[src/rtl/enemy_pool_manager_if.sv]
// Pixel/draw/command bundle between the video side and the enemy pool manager.
// Latency: n/a (wiring only); no backpressure, every signal is sampled each cycle.
interface enemy_pool_manager_if #(
    parameter int NUM_ENEMIES = 4,
    parameter int ID_WIDTH    = 4
);
    logic                       startOfFrame;
    logic [10:0]                pixelX;
    logic [10:0]                pixelY;
    logic [NUM_ENEMIES*11-1:0]  enemiesTLX;
    logic [NUM_ENEMIES*11-1:0]  enemiesTLY;
    logic                       changeDir;
    logic                       dodgeBullet;
    logic                       shotCollision;
    logic                       pause;
    logic                       newLevel;
    logic [10:0]                offsetX;
    logic [10:0]                offsetY;
    logic                       enemyDrawReq;
    logic                       explosionDrawReq;
    logic                       headsUpDrawReq;
    logic                       headsDownDrawReq;
    logic [ID_WIDTH-1:0]        drawingRequestorId;
    logic [NUM_ENEMIES-1:0]     slotChangeDir;
    logic [NUM_ENEMIES-1:0]     slotDodge;
    logic [NUM_ENEMIES-1:0]     slotHit;
    logic [NUM_ENEMIES-1:0]     slotAlive;
    logic [NUM_ENEMIES-1:0]     slotRestart;
    logic [4:0]                 aliveCount;
    logic                       levelClear;

    modport master (
        output startOfFrame, pixelX, pixelY, enemiesTLX, enemiesTLY,
               changeDir, dodgeBullet, shotCollision, pause, newLevel,
        input  offsetX, offsetY, enemyDrawReq, explosionDrawReq, headsUpDrawReq,
               headsDownDrawReq, drawingRequestorId, slotChangeDir, slotDodge,
               slotHit, slotAlive, slotRestart, aliveCount, levelClear
    );

    modport slave (
        input  startOfFrame, pixelX, pixelY, enemiesTLX, enemiesTLY,
               changeDir, dodgeBullet, shotCollision, pause, newLevel,
        output offsetX, offsetY, enemyDrawReq, explosionDrawReq, headsUpDrawReq,
               headsDownDrawReq, drawingRequestorId, slotChangeDir, slotDodge,
               slotHit, slotAlive, slotRestart, aliveCount, levelClear
    );
endinterface

[src/rtl/enemy_pool_manager.sv]
// Enemy pool: per-pixel zone arbitration, command routing and per-slot life-cycle FSMs.
// Latency: draw outputs 1 cycle after pixel, commands 1 cycle after draw outputs; no backpressure.
module enemy_pool_manager #(
    parameter int NUM_ENEMIES       = 4,
    parameter int ID_WIDTH          = 4,
    parameter int ENEMY_WIDTH       = 20,
    parameter int ENEMY_HEIGHT      = 20,
    parameter int HEADS_UP_HEIGHT   = 80,
    parameter int HEADS_DOWN_HEIGHT = 80,
    parameter int SIDE_MARGIN       = 8,
    parameter int INITIAL_ALIVE     = NUM_ENEMIES,
    parameter int DYING_FRAMES      = 16,
    parameter int RESPAWN_FRAMES    = 0
) (
    input logic                 clk,
    input logic                 resetN,
    enemy_pool_manager_if.slave bus
);
    typedef enum logic [1:0] {ST_ALIVE, ST_DYING, ST_DEAD, ST_RESPAWN} state_t;

    localparam int MAX_FRAMES = (DYING_FRAMES > RESPAWN_FRAMES) ? DYING_FRAMES : RESPAWN_FRAMES;
    localparam int CNT_W      = (MAX_FRAMES > 1) ? $clog2(MAX_FRAMES) : 1;
    localparam logic [CNT_W-1:0] DYING_LOAD = CNT_W'(DYING_FRAMES - 1);
    localparam logic [CNT_W-1:0] RESP_LOAD  = CNT_W'((RESPAWN_FRAMES > 0) ? RESPAWN_FRAMES - 1 : 0);
    localparam logic [11:0] W12  = 12'(ENEMY_WIDTH);
    localparam logic [11:0] H12  = 12'(ENEMY_HEIGHT);
    localparam logic [11:0] HU12 = 12'(HEADS_UP_HEIGHT);
    localparam logic [11:0] HD12 = 12'(HEADS_DOWN_HEIGHT);
    localparam logic [11:0] MUP  = 12'(SIDE_MARGIN);
    localparam logic [11:0] MDN  = 12'(SIDE_MARGIN + 3);

    state_t                 state [NUM_ENEMIES];
    logic [CNT_W-1:0]       cnt   [NUM_ENEMIES];
    logic [NUM_ENEMIES-1:0] in_body, in_hu, in_hd;
    logic [11:0]            px, py;

    assign px = {1'b0, bus.pixelX};
    assign py = {1'b0, bus.pixelY};

    function automatic logic [11:0] lo_clamp(input logic [11:0] a, input logic [11:0] b);
        return (a >= b) ? a - b : 12'd0;
    endfunction

    for (genvar g = 0; g < NUM_ENEMIES; g++) begin : g_zone
        logic [11:0] tlx, tly;
        assign tlx = {1'b0, bus.enemiesTLX[11*g +: 11]};
        assign tly = {1'b0, bus.enemiesTLY[11*g +: 11]};
        assign in_body[g] = (px >= tlx) && (px < tlx + W12) && (py >= tly) && (py < tly + H12);
        assign in_hu[g]   = (px >= lo_clamp(tlx, MUP)) && (px < tlx + W12 + MUP) &&
                            (py >= lo_clamp(tly, HU12)) && (py < tly);
        assign in_hd[g]   = (px >= lo_clamp(tlx, MDN)) && (px < tlx + W12 + MDN) &&
                            (py >= tly + H12) && (py < tly + H12 + HD12);
    end

    logic                win_body, win_expl, win_hu, win_hd;
    logic [ID_WIDTH-1:0] id_body, id_expl, id_hu, id_hd, nxt_id;
    logic [10:0]         ox_body, oy_body, ox_expl, oy_expl, nxt_ox, nxt_oy;

    // Descending scan so the lowest index of each class is the last one written.
    always_comb begin
        win_body = 1'b0; win_expl = 1'b0; win_hu = 1'b0; win_hd = 1'b0;
        id_body = '0; id_expl = '0; id_hu = '0; id_hd = '0;
        ox_body = '0; oy_body = '0; ox_expl = '0; oy_expl = '0;
        for (int i = NUM_ENEMIES - 1; i >= 0; i--) begin
            if (in_body[i] && state[i] == ST_ALIVE) begin
                win_body = 1'b1; id_body = ID_WIDTH'(i);
                ox_body = bus.pixelX - bus.enemiesTLX[11*i +: 11];
                oy_body = bus.pixelY - bus.enemiesTLY[11*i +: 11];
            end
            if (in_body[i] && state[i] == ST_DYING) begin
                win_expl = 1'b1; id_expl = ID_WIDTH'(i);
                ox_expl = bus.pixelX - bus.enemiesTLX[11*i +: 11];
                oy_expl = bus.pixelY - bus.enemiesTLY[11*i +: 11];
            end
            if (in_hu[i] && state[i] == ST_ALIVE) begin win_hu = 1'b1; id_hu = ID_WIDTH'(i); end
            if (in_hd[i] && state[i] == ST_ALIVE) begin win_hd = 1'b1; id_hd = ID_WIDTH'(i); end
        end
        nxt_id = '0; nxt_ox = '0; nxt_oy = '0;
        if (win_body) begin
            nxt_id = id_body; nxt_ox = ox_body; nxt_oy = oy_body;
        end else if (win_expl) begin
            nxt_id = id_expl; nxt_ox = ox_expl; nxt_oy = oy_expl;
        end else if (win_hu) begin
            nxt_id = id_hu;
        end else if (win_hd) begin
            nxt_id = id_hd;
        end
    end

    logic                   any_req;
    logic [NUM_ENEMIES-1:0] req_onehot;
    assign any_req    = bus.enemyDrawReq | bus.explosionDrawReq | bus.headsUpDrawReq | bus.headsDownDrawReq;
    assign req_onehot = NUM_ENEMIES'(1) << bus.drawingRequestorId;

    always_ff @(posedge clk or negedge resetN) begin
        if (!resetN) begin
            bus.enemyDrawReq       <= 1'b0;
            bus.explosionDrawReq   <= 1'b0;
            bus.headsUpDrawReq     <= 1'b0;
            bus.headsDownDrawReq   <= 1'b0;
            bus.drawingRequestorId <= '0;
            bus.offsetX            <= '0;
            bus.offsetY            <= '0;
            bus.slotChangeDir      <= '0;
            bus.slotDodge          <= '0;
            bus.slotHit            <= '0;
        end else begin
            bus.enemyDrawReq       <= win_body;
            bus.explosionDrawReq   <= !win_body && win_expl;
            bus.headsUpDrawReq     <= !win_body && !win_expl && win_hu;
            bus.headsDownDrawReq   <= !win_body && !win_expl && !win_hu && win_hd;
            bus.drawingRequestorId <= nxt_id;
            bus.offsetX            <= nxt_ox;
            bus.offsetY            <= nxt_oy;
            bus.slotChangeDir      <= (bus.changeDir && any_req) ? req_onehot : '0;
            bus.slotDodge          <= (bus.dodgeBullet && (bus.headsUpDrawReq || bus.headsDownDrawReq))
                                      ? req_onehot : '0;
            bus.slotHit            <= (bus.shotCollision && bus.enemyDrawReq && !bus.pause && !bus.newLevel)
                                      ? req_onehot : '0;
        end
    end

    logic tick;
    assign tick = bus.startOfFrame && !bus.pause;

    always_ff @(posedge clk or negedge resetN) begin
        if (!resetN) begin
            for (int i = 0; i < NUM_ENEMIES; i++) begin
                state[i] <= (i < INITIAL_ALIVE) ? ST_ALIVE : ST_DEAD;
                cnt[i]   <= '0;
            end
            bus.slotRestart <= '0;
        end else begin
            for (int i = 0; i < NUM_ENEMIES; i++) begin
                bus.slotRestart[i] <= 1'b0;
                if (bus.newLevel) begin
                    state[i]           <= ST_ALIVE;
                    cnt[i]             <= '0;
                    bus.slotRestart[i] <= 1'b1;
                end else begin
                    case (state[i])
                        ST_ALIVE: if (bus.slotHit[i] && !bus.pause) begin
                            state[i] <= ST_DYING;
                            cnt[i]   <= DYING_LOAD;
                        end
                        ST_DYING: if (tick) begin
                            if (cnt[i] == '0) state[i] <= ST_DEAD;
                            else              cnt[i]   <= cnt[i] - 1'b1;
                        end
                        ST_DEAD: if (RESPAWN_FRAMES > 0) begin
                            state[i] <= ST_RESPAWN;
                            cnt[i]   <= RESP_LOAD;
                        end
                        ST_RESPAWN: if (tick) begin
                            if (cnt[i] == '0) begin
                                state[i]           <= ST_ALIVE;
                                bus.slotRestart[i] <= 1'b1;
                            end else begin
                                cnt[i] <= cnt[i] - 1'b1;
                            end
                        end
                        default: state[i] <= ST_DEAD;
                    endcase
                end
            end
        end
    end

    logic [4:0] n_alive;
    logic       all_dead, all_dead_q;

    always_comb begin
        n_alive       = '0;
        all_dead      = 1'b1;
        bus.slotAlive = '0;
        for (int i = 0; i < NUM_ENEMIES; i++) begin
            bus.slotAlive[i] = (state[i] == ST_ALIVE);
            n_alive          = n_alive + {4'd0, (state[i] == ST_ALIVE)};
            all_dead         = all_dead && (state[i] == ST_DEAD);
        end
    end

    // Rising edge of "all dead" so the pulse cannot repeat while the pool stays dead.
    always_ff @(posedge clk or negedge resetN) begin
        if (!resetN) begin
            bus.aliveCount <= 5'(INITIAL_ALIVE);
            bus.levelClear <= 1'b0;
            all_dead_q     <= (INITIAL_ALIVE == 0);
        end else begin
            bus.aliveCount <= n_alive;
            bus.levelClear <= all_dead && !all_dead_q;
            all_dead_q     <= all_dead;
        end
    end
endmodule

[src/flat_wrapper.sv]
// flat-port wrapper written by rule: the top's interface ports become plain ports
module enemy_pool_manager_flat 
#(
    parameter int NUM_ENEMIES       = 4,
    parameter int ID_WIDTH          = 4,
    parameter int ENEMY_WIDTH       = 20,
    parameter int ENEMY_HEIGHT      = 20,
    parameter int HEADS_UP_HEIGHT   = 80,
    parameter int HEADS_DOWN_HEIGHT = 80,
    parameter int SIDE_MARGIN       = 8,
    parameter int INITIAL_ALIVE     = NUM_ENEMIES,
    parameter int DYING_FRAMES      = 16,
    parameter int RESPAWN_FRAMES    = 0
)
  (clk, resetN, bus_startOfFrame, bus_pixelX, bus_pixelY, bus_enemiesTLX, bus_enemiesTLY, bus_changeDir, bus_dodgeBullet, bus_shotCollision, bus_pause, bus_newLevel, bus_offsetX, bus_offsetY, bus_enemyDrawReq, bus_explosionDrawReq, bus_headsUpDrawReq, bus_headsDownDrawReq, bus_drawingRequestorId, bus_slotChangeDir, bus_slotDodge, bus_slotHit, bus_slotAlive, bus_slotRestart, bus_aliveCount, bus_levelClear);
  enemy_pool_manager_if #(.NUM_ENEMIES(NUM_ENEMIES), .ID_WIDTH(ID_WIDTH)) bus_i ();
  input logic clk;
  input logic resetN;
  input wire logic [$bits(bus_i.startOfFrame)-1:0] bus_startOfFrame;
  input wire logic [$bits(bus_i.pixelX)-1:0] bus_pixelX;
  input wire logic [$bits(bus_i.pixelY)-1:0] bus_pixelY;
  input wire logic [$bits(bus_i.enemiesTLX)-1:0] bus_enemiesTLX;
  input wire logic [$bits(bus_i.enemiesTLY)-1:0] bus_enemiesTLY;
  input wire logic [$bits(bus_i.changeDir)-1:0] bus_changeDir;
  input wire logic [$bits(bus_i.dodgeBullet)-1:0] bus_dodgeBullet;
  input wire logic [$bits(bus_i.shotCollision)-1:0] bus_shotCollision;
  input wire logic [$bits(bus_i.pause)-1:0] bus_pause;
  input wire logic [$bits(bus_i.newLevel)-1:0] bus_newLevel;
  output wire logic [$bits(bus_i.offsetX)-1:0] bus_offsetX;
  output wire logic [$bits(bus_i.offsetY)-1:0] bus_offsetY;
  output wire logic [$bits(bus_i.enemyDrawReq)-1:0] bus_enemyDrawReq;
  output wire logic [$bits(bus_i.explosionDrawReq)-1:0] bus_explosionDrawReq;
  output wire logic [$bits(bus_i.headsUpDrawReq)-1:0] bus_headsUpDrawReq;
  output wire logic [$bits(bus_i.headsDownDrawReq)-1:0] bus_headsDownDrawReq;
  output wire logic [$bits(bus_i.drawingRequestorId)-1:0] bus_drawingRequestorId;
  output wire logic [$bits(bus_i.slotChangeDir)-1:0] bus_slotChangeDir;
  output wire logic [$bits(bus_i.slotDodge)-1:0] bus_slotDodge;
  output wire logic [$bits(bus_i.slotHit)-1:0] bus_slotHit;
  output wire logic [$bits(bus_i.slotAlive)-1:0] bus_slotAlive;
  output wire logic [$bits(bus_i.slotRestart)-1:0] bus_slotRestart;
  output wire logic [$bits(bus_i.aliveCount)-1:0] bus_aliveCount;
  output wire logic [$bits(bus_i.levelClear)-1:0] bus_levelClear;
  assign bus_i.startOfFrame = bus_startOfFrame;
  assign bus_i.pixelX = bus_pixelX;
  assign bus_i.pixelY = bus_pixelY;
  assign bus_i.enemiesTLX = bus_enemiesTLX;
  assign bus_i.enemiesTLY = bus_enemiesTLY;
  assign bus_i.changeDir = bus_changeDir;
  assign bus_i.dodgeBullet = bus_dodgeBullet;
  assign bus_i.shotCollision = bus_shotCollision;
  assign bus_i.pause = bus_pause;
  assign bus_i.newLevel = bus_newLevel;
  assign bus_offsetX = bus_i.offsetX;
  assign bus_offsetY = bus_i.offsetY;
  assign bus_enemyDrawReq = bus_i.enemyDrawReq;
  assign bus_explosionDrawReq = bus_i.explosionDrawReq;
  assign bus_headsUpDrawReq = bus_i.headsUpDrawReq;
  assign bus_headsDownDrawReq = bus_i.headsDownDrawReq;
  assign bus_drawingRequestorId = bus_i.drawingRequestorId;
  assign bus_slotChangeDir = bus_i.slotChangeDir;
  assign bus_slotDodge = bus_i.slotDodge;
  assign bus_slotHit = bus_i.slotHit;
  assign bus_slotAlive = bus_i.slotAlive;
  assign bus_slotRestart = bus_i.slotRestart;
  assign bus_aliveCount = bus_i.aliveCount;
  assign bus_levelClear = bus_i.levelClear;
  enemy_pool_manager #(.NUM_ENEMIES(NUM_ENEMIES), .ID_WIDTH(ID_WIDTH), .ENEMY_WIDTH(ENEMY_WIDTH), .ENEMY_HEIGHT(ENEMY_HEIGHT), .HEADS_UP_HEIGHT(HEADS_UP_HEIGHT), .HEADS_DOWN_HEIGHT(HEADS_DOWN_HEIGHT), .SIDE_MARGIN(SIDE_MARGIN), .INITIAL_ALIVE(INITIAL_ALIVE), .DYING_FRAMES(DYING_FRAMES), .RESPAWN_FRAMES(RESPAWN_FRAMES)) u_core (.clk(clk), .resetN(resetN), .bus(bus_i));
endmodule
[config.mk]
export PLATFORM = sky130hd
export DESIGN_NAME = enemy_pool_manager_flat
export DESIGN_NICKNAME = d
export VERILOG_FILES = /design/src/rtl/enemy_pool_manager_if.sv /design/src/rtl/enemy_pool_manager.sv /design/src/flat_wrapper.sv
export SDC_FILE = /design/constraint.sdc
export NUM_CORES = 1
export LEC_CHECK = 0
export ABC_AREA = 0
export BUFFER_PORTS_ARGS = -buffer_cell sky130_fd_sc_hd__buf_4
export CAP_MARGIN = 20
export CORE_UTILIZATION = 45
export CTS_BUF_LIST = sky130_fd_sc_hd__clkbuf_16
export DETAILED_ROUTE_END_ITERATION = 10
export HOLD_SLACK_MARGIN = 0.08
export PLACE_DENSITY_LB_ADDON = 0.3
export SYNTH_ARGS = -nofsm -noshare
export SYNTH_HDL_FRONTEND = slang
export SYNTH_SLANG_ARGS = --single-unit
[constraint.sdc]
create_clock -name clk -period 2.8 [get_ports clk]
set_input_delay 0.28 -clock clk [delete_from_list [all_inputs] [get_ports clk]]
set_output_delay 0.28 -clock clk [all_outputs]
set_load 0.005 [all_outputs]
Yosys cells after proc, flatten, opt, wreduce, memory -nomap -nowiden:

Cells that the tools add are included.

* register bits: 77
* input bits: 118
* output and inout bits: 56
* logic and storage cells: 414

* add/subtract/negate cells: 47
* $lt $le $gt $ge: 60
* eq/ne operators: 40
* shift-type cells: 1
* muxes and demuxes: 135
* bitwise gates (word level): 3
* reductions and logical operators: 106

Operators with widths (count)
* 11-bit by 12-bit < comparator with 1-bit output: 20
* 11-bit 2-to-1 mux: 20
* 11-bit by 12-bit >= comparator with 1-bit output: 16
* 12-bit 2-to-1 mux: 12
* 4-bit 2-to-1 mux: 25
* 11-bit by 5-bit adder with 12-bit output (second input constant): 8
* 12-bit by 4-bit adder with 12-bit output (second input constant): 8
* 11-bit by 4-bit subtractor with 12-bit output (second input constant): 8
* 11-bit >= comparator: 8
* 11-bit by 4-bit >= comparator with 1-bit output (second input constant): 8
* 11-bit subtractor: 8
* 2-bit 2-to-1 mux: 38
* 1-bit logical AND: 71
* 12-bit by 7-bit adder with 12-bit output (second input constant): 4
* 3-bit by 2-bit != test with 1-bit output (second input constant): 16
* 11-bit by 7-bit subtractor with 12-bit output (second input constant): 4
* 11-bit by 7-bit >= comparator with 1-bit output (second input constant): 4
* 11-bit < comparator: 4
* 1-bit 2-to-1 mux: 32
* 4-bit case mux with 2 select lines: 4
* 3-bit != test (second input constant): 8
* 2-bit case mux with 3 select lines: 4
* 6-bit AND reduction: 4
* 2-bit equality test (second input constant): 8
* other kinds (15): 50

Longest topological paths before layout:

* depth after elaboration: 15
* mapped depth: 20

Least setup slack after synthesis:

No wires, ideal clock.

* kind: input to register
* start: input port bus_enemiesTLX[4]
* end: register u_core.bus.offsetY[0]
* setup time: 0.080 ns
* data arrival time: 4.250 ns
* required time: 2.720 ns
* setup slack: -1.530 ns
* cell stages on the path: 20
* buffers on the path: 5
* path through: buf_2 -> inv_1 -> ha_1 -> a21oi_1 -> nor3_1 -> xnor2_1 -> ha_1 -> o21a_1 -> o211ai_1 -> a31oi_1 -> o31ai_2 -> nand4_2 -> or4b_1 -> buf_2 -> and4_4 -> buf_6 -> or3_1 -> buf_6 -> buf_6 -> o211ai_2

* word-level cells in the longest chain between the ends: 9
* elaborated cells between the ends (all ways): 14

Ends and longest elaborated chain
* start, declared: RTL line flat_wrapper.sv:22 `input wire logic [$bits(bus_i.enemiesTLX)-1:0] bus_enemiesTLX;`
* 11-bit by 5-bit adder with 12-bit output: RTL line enemy_pool_manager.sv:48 `assign in_body[g] = (px >= tlx) && (px < tlx + W12) && (py >= tly) && (py < tly + H12);`
* 11-bit by 12-bit < comparator with 1-bit output: RTL line enemy_pool_manager.sv:48
* 1-bit logical AND (*) (3 in a row): RTL line enemy_pool_manager.sv:48
* 1-bit logical AND: RTL line enemy_pool_manager.sv:70 `if (in_body[i] && state[i] == ST_DYING) begin`
* 11-bit 2-to-1 mux or 1-bit 2-to-1 mux (tied branches): RTL line enemy_pool_manager.sv:70
* 11-bit 2-to-1 mux: RTL line enemy_pool_manager.sv:81 `end else if (win_expl) begin`
* 11-bit 2-to-1 mux (*): RTL line enemy_pool_manager.sv:79 `if (win_body) begin`
* via u_core.nxt_oy[0]: RTL line enemy_pool_manager.sv:57 `logic [10:0] ox_body, oy_body, ox_expl, oy_expl, nxt_ox, nxt_oy;`
* end signal, assigned: RTL line enemy_pool_manager.sv:114 `bus.offsetY <= nxt_oy;`
* end, declared: RTL line enemy_pool_manager_if.sv:43 `output offsetX, offsetY, enemyDrawReq, explosionDrawReq, headsUpDrawReq,`

Mark *: on every way through the listed nets, which the timed path passes. The rest lies on a longest branch.
A chain may end at the register's enable or synchronous reset.

Final worst setup path:

* start: input port bus_enemiesTLY[25]
* end: register u_core.bus.drawingRequestorId[1] (netlist bit)

* word-level cells in the longest chain between the ends: 12
* elaborated cells between the ends (all ways): 49

Ends and longest elaborated chain
* start, declared: RTL line flat_wrapper.sv:23 `input wire logic [$bits(bus_i.enemiesTLY)-1:0] bus_enemiesTLY;`
* 11-bit by 5-bit adder with 12-bit output, or another cell as far along: RTL line enemy_pool_manager.sv:48, enemy_pool_manager.sv:52
* 12-bit by 7-bit adder with 12-bit output, or another cell as far along: RTL line enemy_pool_manager.sv:52 `(py >= tly + H12) && (py < tly + H12 + HD12);`
* 11-bit by 12-bit < comparator with 1-bit output, or another cell as far along: RTL line enemy_pool_manager.sv:52
* 1-bit logical AND, on equally long branches: RTL line enemy_pool_manager.sv:52, enemy_pool_manager.sv:49
* 1-bit logical AND, on equally long branches: RTL line enemy_pool_manager.sv:76, enemy_pool_manager.sv:50
* 2-bit 2-to-1 mux, or another cell as far along (3 in a row): RTL line enemy_pool_manager.sv:76 `if (in_hd[i] && state[i] == ST_ALIVE) begin win_hd = 1'b1; id_hd = ID_WIDTH'(i); end`
* 2-bit 2-to-1 mux, or another cell as far along: RTL line enemy_pool_manager.sv:85 `end else if (win_hd) begin`
* 4-bit 2-to-1 mux: RTL line enemy_pool_manager.sv:83 `end else if (win_hu) begin`
* 4-bit 2-to-1 mux: RTL line enemy_pool_manager.sv:81
* 4-bit 2-to-1 mux (*): RTL line enemy_pool_manager.sv:79
* via u_core.nxt_id[1]: RTL line enemy_pool_manager.sv:56 `logic [ID_WIDTH-1:0] id_body, id_expl, id_hu, id_hd, nxt_id;`
* end signal, assigned: RTL line enemy_pool_manager.sv:112 `bus.drawingRequestorId <= nxt_id;`
* end, declared: RTL line enemy_pool_manager_if.sv:44 `headsDownDrawReq, drawingRequestorId, slotChangeDir, slotDodge,`

Marks and branches as above.

==> results.py <==
metrics = {
    "run_status": {
        "status": "finished with violations",
        "violations": "setup timing",
    },
    "layout": {
        "drive_above_1_share": 0.360,
        "fin_nets": 4357,
        "final_common_cell": "buf_4",
        "area_growth_pct": 51.3,
        "fin_cells": 4364,
        "mostFrequentLayoutCells": "buf_4 (1042), ha_1 (443), nand2_1 (266)",
        "design_area_um2": 31400,
    },
    "power": {
        "p_leak_nw": 15.7,
        "peakVddDrop_v": 0.000396,
        "powerDensity_nw_per_um2": 280,
    },
    "worst_setup_path": {
        "crit_top_cell": "buf_4",
        "worstReg2RegStart": "u_core.state[0]",
        "slowest_delay_ns": 0.47,
        "required_ns": 3.07,
        "crit_family": "compound AO/OA/AOI/OAI gates",
        "crit_path_end_kind": "flip-flop",
        "reg2regPathDepth": 10,
        "cp_max_fo": 3,
        "cp_num_buf_inv": 4,
        "crit_path_top_delay_cell": "a2111o_1",
        "path_class": "in -> reg",
        "ff2ff_setup_slack_ns": 0,
        "worst_setup_path_start_kind": "input port",
        "r2r_end": "u_core.bus.offsetX[4]",
        "cp.arrival_ns": 3.87,
        "crit_chain": "buf_8 > ha_4 > buf_4 > xnor2_2 > buf_4 > a21oi_2 > nor3_2 > xor2_1 > ha_1 > a2111o_1 > nor3_2 > o21ai_1 > nor3b_2 > a2111oi_2 > buf_4 > a31oi_4 > a311o_1 > a31oi_1",
    },
    "timing": {
        "rsz0062_at_grt": "true",
        "finalCritPeriodShare": 1.29,
        "setup-violations-final": 27,
        "layout_setup_ws_ns": -0.800,
        "fin_crit_ns": 3.60,
        "final.setup.tns_ns": -14.77,
        "maxClockFrequency_ghz": 0.278,
        "finClkSkew_ns": 0.0113,
        "slew_violations": 0,
        "maxSlewHeadroom": 0.351,
        "tightest_slew_ns": 0.948,
        "hold_viol_final": 0,
    },
    "synth": {
        "synthArstFlopShare": 1.00,
        "synth_area_um2": 20700,
        "ys.flop_type": "dfrtp_1",
        "synth_cells": 2725,
        "synth.top_cell.area_share": 0.285,
        "synth_top_area_cell": "ha_1",
        "post_synth.cell_area_avg_um2": 7.61,
        "ys_ff_latch": 73,
        "ys_warn_count": 0,
        "synth_edf_count": 0,
        "synth_area_leaders": "ha_1 (28%), dfrtp_1 (8.7%), xnor2_1 (7.3%)",
        "ys_seq_area_frac": 0.0881,
        "netlist-cell-type-count": 100,
    },
    "clock_network": {
        "clk_latency_ns": 0.35,
        "cts-root-buf": "clkbuf_16",
        "clock-sinks": 73,
        "cts_buffers": 9,
        "postCtsHoldBufs": 0,
        "cts.htree.levels": 3,
        "cts_tree": "done",
        "cts_buffer_depth": 2,
        "clk_pin_slew_ns": 0.07,
    },
    "worst_hold_path": {
        "hp-class": "in -> async",
    },
    "grt": {
        "grt_pass1_vias": 24989,
        "grt_pass1_wl_mm": 130,
        "antenna_found_initial": 1,
        "grt_max_degree": 74,
        "grt_overflow_total": 0,
        "grt_usage": 0.343,
    },
    "place": {
        "dp_hpwl_mm": 69.3,
        "port_buffers": 169,
        "place_area_um2": 29400,
        "gp_congestion": 0.962,
        "dp_cells": 4304,
        "dpl_worst_slack_ns": -1.26,
    },
    "run": {
        "maxCapViolations": 0,
    },
    "floorplan": {
        "ios": 174,
        "dieHeight_um": 217,
        "core_region_area_um2": 45400,
        "num_rows": 78,
        "dieArea_um2": 47000,
        "die_w_um": 217,
        "start_util": 0.457,
    },
    "drt": {
        "via_count": 25189,
        "via_per_inst": 5.77,
        "wire_per_inst_um": 19.4,
        "drtPass1Iterations": 5,
        "ant_nets": 0,
        "drcViolationCount": 0,
        "drt_iter0_markers": 1891,
        "wl_mm": 84.7,
    },
}
## registers in the layout (all words and copies together), names as in the netlist
| name | cells |
|---|---|
| u_core.all_dead_q | 1 |
| u_core.bus.aliveCount | 3 |
| u_core.bus.drawingRequestorId | 2 |
| u_core.bus.enemyDrawReq | 1 |
| u_core.bus.explosionDrawReq | 1 |
| u_core.bus.headsDownDrawReq | 1 |
| u_core.bus.headsUpDrawReq | 1 |
| u_core.bus.levelClear | 1 |
| u_core.bus.offsetX | 11 |
| u_core.bus.offsetY | 11 |
| u_core.bus.slotChangeDir | 4 |
| u_core.bus.slotDodge | 4 |
| u_core.bus.slotHit | 4 |
| u_core.bus.slotRestart | 4 |
| u_core.cnt | 16 |
| u_core.state | 8 |
## cells in the mapped netlist (7+ instances only)
cell       number
xor2_1         73
nor3b_1        11
o2111ai_1      12
nand2b_1       59
or4_1           9
nand4_1        34
inv_1         162
a21oi_1       188
or3_1          20
nor4b_1        10
o21bai_1       13
mux2i_1        27
o211ai_1       31
o31a_1          9
a31o_2          9
a2111oi_0      11
o211ai_2        8
o31ai_1        25
o21a_1         42
buf_4           7
ha_1          472
xnor2_1       173
buf_2          17
a21o_1         47
or2_2          11
clkbuf_1       42
a211o_1        12
dfrtp_1        72
a311o_1         9
nand2_1       269
nor2b_1        41
a211oi_1       29
nor4_1         34
o21ai_0       158
fa_1            9
nor2_1        199
and3_1         16
a31oi_1        37
and2_1         13
nor3_1         83
nand3_1        84
## area by class of cell
type                    count  area (um^2)
clock buffers               9          225
diodes                      1         2.50
flip-flops and latches     73         1830
well taps                 600          751
inverters                 171          684
repair buffers           1095         8580
fillers                  3682        14000
clock inverters             7         86.3
multi-input cells        2408        19200
## cells by family (layout without fill, tap and decap cells)
kind of cell	count (synthesis)	after routing	synth area share
compound gates	721	721	0.230
other cells	1	5	0.000181
xor+xnor	247	247	0.105
fa+ha+maj	481	481	0.293
flops	73	73	0.0881
simple gates	927	927	0.222
mux	28	28	0.0136
buf+inv	247	1282	0.0481
## metal layers
layer | track usage | share of wire | up-vias | wire length (um)
met5 | 0 | 0 | - | 0
met4 | 0.123 | 0.037 | 0 | 3130
met3 | 0.0507 | 0.072 | 191 | 6060
met2 | 0.583 | 0.47 | 964 | 39700
met1 | 0.439 | 0.42 | 11975 | 35800
li1 | - | - | 12059 | -
## metrics by stage
stage	util	hold WS [ns]	power, W
floorplan	-	-0.0156	0.00421
global placement	0.647	0.393	0.00688
detailed placement	0.647	0.404	0.00706
CTS	0.669	0.114	0.00847
global route	0.692	0.150	0.00938
finish	0.692	0.0683	0.00880
## how the worst max path moves through the flow
stage	slack [ns]	cells past startpoint	endpoint	from
3_5_place_dp	-1.26	18	u_core.bus.drawingRequestorId[1]	bus_enemiesTLY[26]
4_1_cts	-0.62	18	u_core.bus.offsetX[4]	bus_enemiesTLX[4]
3_3_place_gp	-1.11	19	u_core.bus.drawingRequestorId[0]	bus_enemiesTLY[38]
5_1_grt	-0.97	18	u_core.bus.drawingRequestorId[1]	bus_enemiesTLY[25]
6_report	-0.80	18	u_core.bus.drawingRequestorId[1]	bus_enemiesTLY[25]
2_1_floorplan	-1.02	20	u_core.bus.offsetY[0]	bus_enemiesTLX[4]
## report_power, final
part	internal (W)	leakage, nW	switching [W]	total [W]
Clock	0.000711	0.150	0.000528	0.00124
Sequential	0.00115	0.976	0.000110	0.00126
Combinational	0.00310	14.5	0.00320	0.00630
## what timing repair did
item                                   in CTS  in global routing
gates cloned                                0                  2
gates resized for setup                   119                175
endpoints found under the hold margin       0                  0
buffers inserted                           20                 26
setup endpoints to repair                  28                 28
pin swaps                                  53                102
## worst register-to-register path, stage by stage, from the launching register on
cell	delay [ns]
dfrtp_1	0.35
buf_4	0.17
nor2b_1	0.42
o21ai_0	0.19
buf_4	0.19
nor4_4	0.38
inv_1	0.12
and4_4	0.19
or3_4	0.38
buf_6	0.16
o211ai_1	0.17
No activity file was read; power rests on OpenSTA's default activity.
